`src/rtl/div.sv`:
```
// rtl/div.sv - 16/8 unsigned restoring divider with IDLE/CALC/DONE control
module div (
  input  logic        clk,
  input  logic        reset,
  input  logic        enable,
  input  logic [15:0] A,
  input  logic [7:0]  B,
  output logic [15:0] quotient,
  output logic [7:0]  remainder,
  output logic        busy,
  output logic        done,
  output logic        div_zero
);

  typedef enum logic [1:0] {IDLE, CALC, DONE} state_t;

  state_t      state, state_next;
  logic [15:0] dvd;        // dividend bits shift out the top, quotient bits shift in the bottom
  logic [7:0]  dvs;        // captured divisor
  logic [8:0]  prem;       // partial remainder
  logic [3:0]  count;      // step counter, wraps 15->0 on the last step
  logic [9:0]  shifted;
  logic        qbit;
  logic [8:0]  prem_next;

  // One restoring step: shift in the next dividend bit, subtract if it fits
  always_comb begin
    shifted   = {prem, dvd[15]};
    qbit      = (shifted >= {2'b00, dvs});
    prem_next = qbit ? (shifted[8:0] - {1'b0, dvs}) : shifted[8:0];
  end

  // Next-state selection
  always_comb begin
    state_next = state;
    case (state)
      IDLE: if (enable) state_next = (B == 8'd0) ? DONE : CALC;
      CALC: if (count == 4'd15) state_next = DONE;
      DONE: state_next = IDLE;
      default: state_next = IDLE;
    endcase
  end

  assign busy = (state == CALC);

  // State, datapath and registered result outputs
  always_ff @(posedge clk) begin
    if (reset) begin
      state     <= IDLE;
      dvd       <= '0;
      dvs       <= '0;
      prem      <= '0;
      count     <= '0;
      quotient  <= '0;
      remainder <= '0;
      div_zero  <= 1'b0;
      done      <= 1'b0;
    end else begin
      state <= state_next;
      // done trails the DONE state by one edge so it is a clean registered pulse
      done  <= (state == DONE);
      case (state)
        IDLE: begin
          if (enable) begin
            if (B == 8'd0) begin
              quotient  <= 16'hFFFF;
              remainder <= A[7:0];
              div_zero  <= 1'b1;
            end else begin
              dvd   <= A;
              dvs   <= B;
              prem  <= '0;
              count <= '0;
            end
          end
        end
        CALC: begin
          dvd   <= {dvd[14:0], qbit};
          prem  <= prem_next;
          count <= count + 4'd1;
          if (count == 4'd15) begin
            quotient  <= {dvd[14:0], qbit};
            remainder <= prem_next[7:0];
            div_zero  <= 1'b0;
          end
        end
        default: ;
      endcase
    end
  end

endmodule

```
`config.mk`:
```
export PLATFORM = sky130hd
export DESIGN_NAME = div
export DESIGN_NICKNAME = d
export VERILOG_FILES = /design/src/rtl/div.sv
export SDC_FILE = /design/constraint.sdc
export NUM_CORES = 1
export LEC_CHECK = 0
export ABC_CLOCK_PERIOD_IN_PS = 3100
export BUFFER_PORTS_ARGS = -buffer_cell sky130_fd_sc_hd__buf_2
export CAP_MARGIN = 25
export CELL_PAD_IN_SITES_DETAIL_PLACEMENT = 1
export CELL_PAD_IN_SITES_GLOBAL_PLACEMENT = 2
export CORE_MARGIN = 3
export CORE_UTILIZATION = 33
export DETAILED_ROUTE_END_ITERATION = 16
export MAX_ROUTING_LAYER = met4
export PLACE_DENSITY = 0.79
export SETUP_SLACK_MARGIN = 0.1
export SLEW_MARGIN = 0
export SYNTH_ARGS = -nofsm -noshare
export SYNTH_HDL_FRONTEND = slang
export SYNTH_SLANG_ARGS = --single-unit
```
`constraint.sdc`:
```
create_clock -name clk -period 3.1 [get_ports clk]
set_clock_uncertainty 0.15 [all_clocks]
set_input_delay 0 -clock clk [delete_from_list [all_inputs] [get_ports clk]]
set_output_delay 0 -clock clk [all_outputs]
set_load 0.05 [all_outputs]
```
==> results.json, run 1 <==
{
  "port-buffer-count": 53,
  "holdWs_ns": 0.03065,
  "cpMostUsedCell": "inv_1",
  "power-per-cell-area_nw_per_um2": 676.8,
  "setup_ws_ns": 0.5570,
  "drtAntennaViolNets": 0,
  "start_util": 0.3431,
  "initialDrtViolationCount": 153,
  "async_flop_share": 0,
  "grt_pass1_wl_um": 17090,
  "slew_violations": 0,
  "drt-total-wl_um": 10060,
  "p_seq_frac": 0.358,
  "gr-usage-all-layers": 0.1988,
  "power.switching_mw": 0.9938,
  "synth_xor_area_frac": 0.01095,
  "cts.clk_slew.worst_paths_ns": 0.08,
  "syn-cell-area_um2": 3201,
  "worst_ir_drop_vdd_mv": 0.2632,
  "drive_above_1_share": 0.1880,
  "grt_setup_unrepaired": "false",
  "final-setup-viol-count": 0,
  "maxCapViolations": 0,
  "power_mw": 2.753,
  "cts.path.max_buffers": 2,
  "hold_depth": 2,
  "switching_share": 0.3610,
  "synth_ff_type": "dfxtp_1",
  "crit_family": "compound AO/OA/AOI/OAI gates",
  "drc": 0,
  "dieHeight_um": 104.5,
  "grt_max_degree": 38,
  "preCtsSetupSlack_ns": 0.5746,
  "antenna_found_initial": 0,
  "cts_htree_levels": 3,
  "worstSetupPathType": "register to register",
  "overflow": 0,
  "cts_made_buffers": 9,
  "synth-compound-area-share": 0.1982,
  "hold_buffers": 25,
  "relSlewSlack": 0.5474,
  "cts_tree": "yes",
  "io_pins": 54,
  "ff2ff_path_depth": 9,
  "synth_warnings": 0,
  "postSynthCellCount": 390,
  "wl_per_cell_um": 16.85,
  "dr.pass1.iters": 4,
  "first_global_vias": 3244,
  "avgSynthCellArea_um2": 8.207,
  "hp-start": "reset",
  "fin_util": 0.4361,
  "worstSetupEndpointType": "register",
  "fin_setup_tns_ns": 0,
  "period_needed_ns": 2.543,
  "path_buf_inv": 2,
  "antennaDiodeCount": 0,
  "clk_latency_ns": 0.34,
  "r2r_end": "remainder[2]",
  "cts_root_buf": "clkbuf_8",
  "min_path_type": "input port to register",
  "power.clock.fraction": 0.323,
  "cp.arrival_ns": 2.63,
  "r2r-start": "dvd[15]",
  "synth-adder-area-share": 0.04144,
  "p_leak_nw": 1.629,
  "cpPeakStageDelay_ns": 0.44,
  "tightest_slew_ns": 0.6790,
  "hold_viol": 0,
  "finalCritPeriodShare": 0.8203,
  "path_cells": "inv_1, ha_1, inv_1, fa_1, nand3_1, a31oi_1, or2_2, o21ai_2, a2111oi_2",
  "die_x_um": 104.5,
  "synth_top_family_by_area": "simple AND/OR/NAND/NOR gates",
  "fin_nets": 500,
  "slowest_stage": "a31oi_1",
  "critPathMaxFanout": 10,
  "syn_nets": 427,
  "synth-edff-count": 0,
  "ys_ff_latch": 65,
  "core_um2": 9328,
  "area_growth_pct": 27.09,
  "post-cts-setup-buffers": 0,
  "combinationalPowerShare": 0.318,
  "outcome": "finished clean",
  "via_per_inst": 5.241,
  "max_freq_ghz": 0.3932,
  "vias": 3129,
  "p_int_mw": 1.759,
  "holdPathEnd": "count[1]",
  "clock_sinks": 65,
  "yosysSeqAreaShare": 0.4066,
  "gp_congestion": 0.8743,
  "required_ns": 3.19,
  "startpoint_type": "register",
  "synthMuxAreaShare": 0.03127,
  "ys_types": 55,
  "ctsResizeCount": 0,
  "rows": 35,
  "hpwlAfterDp_um": 7131,
  "r2r_slack_ns": 0.56,
  "synthSimpleGateAreaFrac": 0.2576,
  "dieArea_um2": 10920
}
## synth_stat cells (all sizes together) (2+ instances only)
library cell,count,area share
a21o,3,0.0074
nand3b,2,0.0047
o221ai,2,0.0055
nor3,40,0.063
dfxtp,65,0.41
o21ai,8,0.017
mux2i,10,0.031
or4,3,0.0094
o22ai,2,0.0039
nand3,5,0.0078
o211ai,5,0.012
a21oi,21,0.035
clkbuf,14,0.016
o21a,3,0.0070
nor4b,2,0.0055
ha,9,0.035
nor4,3,0.0059
nor2,55,0.065
inv,13,0.015
a21boi,2,0.0047
and3b,3,0.0082
a211oi,5,0.012
a311oi,19,0.052
nor3b,2,0.0047
nand4,3,0.0059
nand2,47,0.055
o31ai,2,0.0047
a22oi,3,0.0070
a31oi,4,0.0078
and2,2,0.0039
xnor2,3,0.0082
a2111oi,2,0.0074
nand2b,5,0.0098
buf,11,0.021
## placed cells by master, fill, tap and decap left out, drive strengths merged, types with 3 or more instances in the layout
cell type / instances
a311oi: 19
nor2: 55
xnor2: 3
bufinv: 3
nor3: 40
o21ai: 8
dfxtp: 65
a21oi: 21
o21a: 3
ha: 9
or4: 3
nand4: 3
clkbuf: 10
o211ai: 5
a21o: 3
a31oi: 4
dlygate4sd3: 25
nor4: 3
nand3: 5
nand2b: 5
a211oi: 5
mux2i: 10
nand2: 47
and3b: 3
a22oi: 3
inv: 14
buf: 62
## sequential cells by signal, summed over array words and instances (netlist names)
signal     cells
count          4
div_zero       1
done           1
dvd           16
dvs            8
prem           9
quotient      16
remainder      8
state          2
## layout make-up
class / instances / area [um2]
clock buffer: 10 / 127.6
clock inverter: 6 / 115.1
multi-input combinational: 286 / 1727
timing repair buffer: 87 / 583.1
inverter: 14 / 52.55
sequential: 65 / 1301
tap: 129 / 161.4
fill: 1150 / 5260
## how the worst max path moves through the flow
stage	startpoint	end	slack, ns	cells after the start
after CTS	dvd[15]	remainder[4]	0.56	9
after detailed placement	dvd[15]	remainder[4]	0.57	9
after global routing	dvs[5]	remainder[2]	0.36	7
after global placement	dvd[15]	remainder[4]	0.69	9
after floorplan	dvd[15]	remainder[1]	0.85	10
final	dvd[15]	remainder[2]	0.56	9
## logic make-up after synthesis
family                   after synthesis
AO/OA/AOI/OAI                         86
XOR/XNOR                               4
adder cells (fa/ha/maj)               10
buffers and inverters                 39
flip-flops                            65
multiplexers                          10
AND/OR/NAND/NOR                      176
## per-layer routing
metal / up-vias / routed length, um / global-route usage
met2: 56 / 4870 / 0.3233
li1: 1549 / - / -
met4: 0 / 183 / 0.06648
met5: - / 0 / -
met3: 15 / 283 / 0.03228
met1: 1509 / 4721 / 0.2514
## power by group through the flow
stage / clock, mW / combinational, mW / sequential, mW
CTS: 0.909 / 0.875 / 0.987
detailed placement: 0 / 0.846 / 1.01
finish: 0.890 / 0.876 / 0.987
floorplan: 0 / 0.561 / 1.08
global route: 0.949 / 0.972 / 1.00
global placement: 0 / 0.834 / 1.00
## per-stage QoR
stage          cell area, um2  std cells
2_1_floorplan            3201        390
3_3_place_gp             3575        556
3_5_place_dp             3575        556
4_1_cts                  4068        597
5_1_grt                  4068        597
6_report                 4068        597
No activity file was read; power rests on OpenSTA's default activity.
==> run 2: changes to the inputs <==
--- a/config.mk
+++ b/config.mk
@@ -5,16 +5,17 @@
 export SDC_FILE = /design/constraint.sdc
 export NUM_CORES = 1
 export LEC_CHECK = 0
-export ABC_CLOCK_PERIOD_IN_PS = 3100
+export ABC_AREA = 1
+export ABC_CLOCK_PERIOD_IN_PS = 2300
 export BUFFER_PORTS_ARGS = -buffer_cell sky130_fd_sc_hd__buf_2
 export CAP_MARGIN = 25
 export CELL_PAD_IN_SITES_DETAIL_PLACEMENT = 1
 export CELL_PAD_IN_SITES_GLOBAL_PLACEMENT = 2
 export CORE_MARGIN = 3
-export CORE_UTILIZATION = 33
+export CORE_UTILIZATION = 28
 export DETAILED_ROUTE_END_ITERATION = 16
 export MAX_ROUTING_LAYER = met4
-export PLACE_DENSITY = 0.79
+export PLACE_DENSITY = 0.75
 export SETUP_SLACK_MARGIN = 0.1
 export SLEW_MARGIN = 0
 export SYNTH_ARGS = -nofsm -noshare
==> constraint.sdc (replaced) <==
create_clock -name clk -period 2.3 [get_ports clk]
set_clock_uncertainty 0.15 [all_clocks]
set_input_delay 0 -clock clk [delete_from_list [all_inputs] [get_ports clk]]
set_output_delay 0 -clock clk [all_outputs]
set_load 0.05 [all_outputs]
==> run 2 against run 1 <==
Combinational power is 37% higher. Global-route usage is 4.1 points lower. Fmax increased by 21%. Synthesized cell count increased by 18%. Sequential power is 34% higher. Utilization down 5.6 points.
==> results.json, run 2 <==
{
  "cpPeakStageDelay_ns": 0.40,
  "power-per-cell-area_nw_per_um2": 890.3,
  "dieArea_um2": 12820,
  "crit_family": "simple AND/OR/NAND/NOR gates",
  "area_growth_pct": 30.20,
  "io_pins": 54,
  "p_leak_nw": 2.075,
  "dr.pass1.iters": 4,
  "port-buffer-count": 53,
  "worstSetupPathType": "register to register",
  "final_cell_mix": "nand2_1 (95), dfxtp_1 (64), nor2_1 (59), inv_1 (54), buf_2 (53)",
  "cts.clk_slew.worst_paths_ns": 0.05,
  "synth_top_area_share": 0.4042,
  "grtUsageMet2": 0.2630,
  "dp.cells": 641,
  "via_per_inst": 4.585,
  "hp-start": "reset",
  "gp_congestion": 0.7677,
  "die_x_um": 113.2,
  "antennaDiodeCount": 0,
  "grt.busiest_layer": "met2",
  "period_needed_ns": 2.103,
  "finalCritPeriodShare": 0.9141,
  "synth_top_area_cell": "dfxtp_1",
  "grt_max_degree": 37,
  "power_mw": 3.732,
  "finalNonFillerCells": 685,
  "cts_root_buf": "clkbuf_16",
  "drive_above_1_share": 0.1982,
  "outcome": "finished clean",
  "worst_ir_drop_vdd_mv": 0.4029,
  "hold_depth": 3,
  "holdWs_ns": 0.01737,
  "cts.path.max_buffers": 2,
  "syn_nets": 497,
  "max_freq_ghz": 0.4756,
  "async_flop_share": 0,
  "cts_made_buffers": 9,
  "fin_nets": 579,
  "ys_ff_latch": 65,
  "hpwlAfterDp_um": 6756,
  "wl_per_cell_um": 13.92,
  "cp.arrival_ns": 2.23,
  "critPathMaxFanout": 6,
  "grt_setup_unrepaired": "true",
  "antenna_found_initial": 0,
  "ff2ff_path_depth": 14,
  "synth_warnings": 0,
  "relSlewSlack": 0.6587,
  "crit_path_start": "dvd[15]",
  "path_buf_inv": 4,
  "grt_pass1_wl_um": 15770,
  "ys_types": 28,
  "drt-total-wl_um": 9536,
  "tightest_slew_ns": 0.5108,
  "grtUsageMet1": 0.1944,
  "yosysSeqAreaShare": 0.4042,
  "synth_most_common_cell": "nand2_1",
  "postSynthCellCount": 460,
  "holdPathEnd": "state[1]",
  "core_um2": 11030,
  "path_cells": "inv_2, ha_2, inv_2, fa_2, nand3_2, nand3_4, nand2_4, nand3_4, nor2_4, buf_4, nand2_1, nand3b_1, nand2_1, inv_1",
  "r2r_end": "remainder[3]",
  "start_util": 0.2919,
  "r2r-start": "dvd[15]",
  "fin_util": 0.3800,
  "layout_commonest_cell": "nand2_1",
  "drtAntennaViolNets": 0,
  "place_area_um2": 3593,
  "rows": 38,
  "dieHeight_um": 113.2,
  "synth_ff_type": "dfxtp_1",
  "grtUsageMet3": 0.02353,
  "vias": 3141,
  "clk_latency_ns": 0.33,
  "required_ns": 2.43,
  "fin_setup_tns_ns": 0,
  "min_path_type": "input port to register",
  "startpoint_type": "register",
  "slew_violations": 0,
  "first_global_vias": 3231,
  "clock_sinks": 65,
  "maxCapViolations": 0,
  "synth-edff-count": 0,
  "synth_common_cells": "nand2_1 (99), dfxtp_1 (65), nor2_1 (60), inv_1 (56), a21oi_1 (42)",
  "setup_ws_ns": 0.1975,
  "preCtsSetupSlack_ns": 0.01360,
  "worstSetupEndpointType": "register",
  "design_area_um2": 4192,
  "overflow": 0,
  "syn-cell-area_um2": 3219,
  "drc": 0,
  "cts_htree_levels": 3,
  "r2r_slack_ns": 0.20,
  "synthTopCellsByArea": "dfxtp_1 (40%), nand2_1 (12%), nor2_1 (7.0%)",
  "final-setup-viol-count": 0,
  "slowest_stage": "fa_2",
  "initialDrtViolationCount": 109,
  "top_regs": "dvd (16), quotient (16), prem (9)",
  "hold_viol": 0,
  "gr-usage-all-layers": 0.1581,
  "cts_tree": "yes",
  "avgSynthCellArea_um2": 6.999
}
run 2: cell types whose count changed after synthesis, sizes merged, moves of 4 or more:
cell / previous run / this run
nor2: 55 / 64
nand3b: 2 / 6
a211oi: 5 / 0
o21ai: 8 / 39
clkbuf: 14 / 6
o211ai: 5 / 0
a21oi: 21 / 42
mux2i: 10 / 0
nor3: 40 / 1
nand2b: 5 / 0
nand2: 47 / 105
a311oi: 19 / 0
inv: 13 / 59
nand3: 5 / 37
run 2: worst register-to-register path, cell delays in order, from the launching register on:
cell and delay [ns]:
dfxtp_2 0.32, inv_2 0.05, ha_2 0.16, inv_2 0.04
fa_2 0.40, nand3_2 0.09, nand3_4 0.09, nand2_4 0.09
nand3_4 0.11, nor2_4 0.14, buf_4 0.14, nand2_1 0.07
nand3b_1 0.09, nand2_1 0.05, inv_1 0.05
run 2: worst max-delay path by stage:
stage	endpoint	slack [ns]	depth (start not counted)
CTS	prem[5]	0.11	14
finish	remainder[3]	0.20	14
floorplan	prem[5]	0.32	14
detailed placement	remainder[2]	0.01	13
global route	remainder[7]	0.09	14
global placement	remainder[2]	0.08	13
run 2: area by class of cell:
type,instances,area (um2)
tap,140,175.2
multi-input combinational,316,1623
fill,1416,6839
clock inverter,4,22.52
clock buffer,10,229.0
timing repair buffer,91,618.1
sequential,65,1303
inverter,59,221.5
run 2: kinds of logic after synthesis:
| kind of cell | Yosys count | share of synthesized area |
|---|---|---|
| flops | 65 | 0.4042 |
| compound gates | 87 | 0.1380 |
| buf+inv | 79 | 0.1080 |
| fa+ha+maj | 10 | 0.04120 |
| simple gates | 214 | 0.2950 |
| xor+xnor | 5 | 0.01360 |
run 2: where the power goes:
part / leakage, nW / total, mW / internal [mW] / switching, mW
sequential: 0.534 / 1.32 / 1.25 / 0.0706
clock: 0.124 / 1.21 / 0.711 / 0.496
combinational: 1.42 / 1.20 / 0.413 / 0.792
total: 2.07 / 3.73 / 2.37 / 1.36
run 2: repair_timing:
| action | in CTS | in global routing |
|---|---|---|
| hold buffers | 24 | 0 |
| endpoints found under the hold margin | 30 | 0 |
| pin swaps | 2 | 6 |
| endpoints found under the setup margin | 16 | 18 |
| gates resized for setup | 3 | 16 |
| buffers inserted | 4 | 2 |
run 2: per-layer routing:
| metal | share of wire | up-vias |
|---|---|---|
| met4 | 0.016 | 0 |
| met2 | 0.49 | 37 |
| met3 | 0.022 | 12 |
| li1 | - | 1626 |
| met5 | 0 | - |
| met1 | 0.47 | 1466 |
==> run 3: changes to the inputs <==
--- a/config.mk
+++ b/config.mk
@@ -7,15 +7,16 @@
 export LEC_CHECK = 0
 export ABC_AREA = 1
 export ABC_CLOCK_PERIOD_IN_PS = 2300
-export BUFFER_PORTS_ARGS = -buffer_cell sky130_fd_sc_hd__buf_2
 export CAP_MARGIN = 25
 export CELL_PAD_IN_SITES_DETAIL_PLACEMENT = 1
 export CELL_PAD_IN_SITES_GLOBAL_PLACEMENT = 2
 export CORE_MARGIN = 3
-export CORE_UTILIZATION = 28
+export CORE_UTILIZATION = 31
+export CTS_CLUSTER_DIAMETER = 100
 export DETAILED_ROUTE_END_ITERATION = 16
+export DONT_BUFFER_PORTS = 1
 export MAX_ROUTING_LAYER = met4
-export PLACE_DENSITY = 0.75
+export PLACE_DENSITY = 0.74
 export SETUP_SLACK_MARGIN = 0.1
 export SLEW_MARGIN = 0
 export SYNTH_ARGS = -nofsm -noshare
==> run 3 against run 2 <==
Final cell count down 8.0%. Clock power down 29%. Utilization up 1.0 points. Critical path type unchanged. Critical endpoint unchanged. Largest power group unchanged.
==> results.json, run 3 (same netlist as run 2, synthesis figures left out) <==
{
  "path_buf_inv": 4,
  "cpPeakStageDelay_ns": 0.39,
  "drtAntennaViolNets": 0,
  "antennaDiodeCount": 0,
  "fin_nets": 529,
  "grt_max_degree": 37,
  "vias": 3016,
  "finalCritPeriodShare": 0.9105,
  "relSlewSlack": 0.5821,
  "drc": 0,
  "drt-total-wl_um": 9665,
  "path_cells": "inv_2, ha_2, inv_2, fa_2, nand3_2, nand3_4, nand2_4, nand3_4, nor2_4, buf_6, nand2_1, nand3b_1, nand2_2, inv_2",
  "fin_setup_tns_ns": 0,
  "core_um2": 9955,
  "hold_viol": 0,
  "cts.clk_slew.worst_paths_ns": 0.08,
  "p_leak_nw": 1.801,
  "final-setup-viol-count": 0,
  "outcome": "finished clean",
  "hpwlAfterDp_um": 6592,
  "worst_ir_drop_vdd_mv": 0.3699,
  "tightest_slew_ns": 0.6261,
  "top_regs": "dvd (16), quotient (16), prem (9)",
  "gr-usage-all-layers": 0.1826,
  "worstSetupEndpointType": "register",
  "critPathMaxFanout": 6,
  "via_per_inst": 4.787,
  "final_cell_mix": "nand2_1 (93), dfxtp_1 (64), nor2_1 (59), inv_1 (52), a21oi_1 (42)",
  "dr.pass1.iters": 4,
  "die_x_um": 107.9,
  "power_mw": 3.372,
  "max_freq_ghz": 0.4775,
  "cts.path.max_buffers": 2,
  "maxCapViolations": 0,
  "slowest_stage": "fa_2",
  "initialDrtViolationCount": 111,
  "start_util": 0.3234,
  "cts_tree": "yes",
  "cts_root_buf": "clkbuf_8",
  "cts_htree_levels": 3,
  "cts_made_buffers": 9,
  "required_ns": 2.45,
  "grt_setup_unrepaired": "true",
  "worstSetupPathType": "register to register",
  "dieArea_um2": 11640,
  "min_path_type": "input port to register",
  "cp.arrival_ns": 2.24,
  "nFillCells": 1274,
  "period_needed_ns": 2.094,
  "clock_sinks": 65,
  "port-buffer-count": 0,
  "clk_latency_ns": 0.34,
  "gp_congestion": 0.8016,
  "area_growth_pct": 20.72,
  "power-per-cell-area_nw_per_um2": 867.7,
  "crit_family": "simple AND/OR/NAND/NOR gates",
  "dieHeight_um": 107.9,
  "slew_violations": 0,
  "drive_above_1_share": 0.1268,
  "startpoint_type": "register",
  "overflow": 0,
  "layout_commonest_cell": "nand2_1",
  "antenna_found_initial": 0,
  "rows": 36,
  "wl_per_cell_um": 15.34,
  "cpMostUsedCell": "inv_2",
  "grt_pass1_wl_um": 15930,
  "io_pins": 54,
  "first_global_vias": 3190
}
==> run 3: through the flow <==
step	area (um2)	hold WS, ns	setup WS [ns]	utilization	std cells
after CTS	3765	0.01484	0.1014	0.3782	625
final	3886	0.009072	0.2059	0.3904	630
after global placement	3312	-0.07698	0.09297	0.3327	580
after floorplan	3219	0.01438	0.3159	-	460
after global routing	3886	0.07784	0.07481	0.3904	630
after detailed placement	3312	-0.07414	0.03727	0.3327	580
==> run 3: what timing repair did <==
item,CTS,global route
resized for setup,2,22
hold buffers,26,0
setup buffers,3,4
pin swaps,1,6
cloned,0,0
hold endpoints to repair,40,0
endpoints found under the setup margin,16,18
==> run 3: final timing paths <==
check	startpoint	end	slack (ns)	cells after the start
max	dvd[15]	remainder[3]	0.21	14
min	reset	count[0]	0.009	3
max reg2reg	dvd[15]	remainder[3]	0.21	14
min reg2reg	dvd[11]	dvd[11]	0.32	2
==> run 3: where the power goes <==
group          internal [mW]  switching (mW)  total (mW)
clock                  0.384           0.472       0.855
combinational          0.393           0.619        1.01
sequential              1.25           0.257        1.51
==> run 3: per-layer routing <==
layer  share of wire  global-route usage  up-vias
met5               0                   -        -
met4           0.019             0.06312        0
met3           0.035             0.04139       12
met2            0.51              0.3171       47
met1            0.44              0.2066     1427
li1                -                   -     1530
==> run 3: final cells by class <==
cell class              instances  area (um2)  share of cell area
clock buffers                  10       127.6             0.03284
clock inverters                 6       35.03            0.009015
inverters                      59       221.5             0.05699
multi-input cells             316        1633              0.4202
flip-flops and latches         65        1303              0.3352
well taps                     133       166.4             0.04282
repair buffers                 41       400.4              0.1030
==> run 3: worst register-to-register path, delay by kind of cell, from the launching register on <==
kind | cells | cell delay [ns]
fa+ha+maj | 2 | 0.55
buf+inv | 4 | 0.27
flops | 1 | 0.33
simple gates | 8 | 0.74
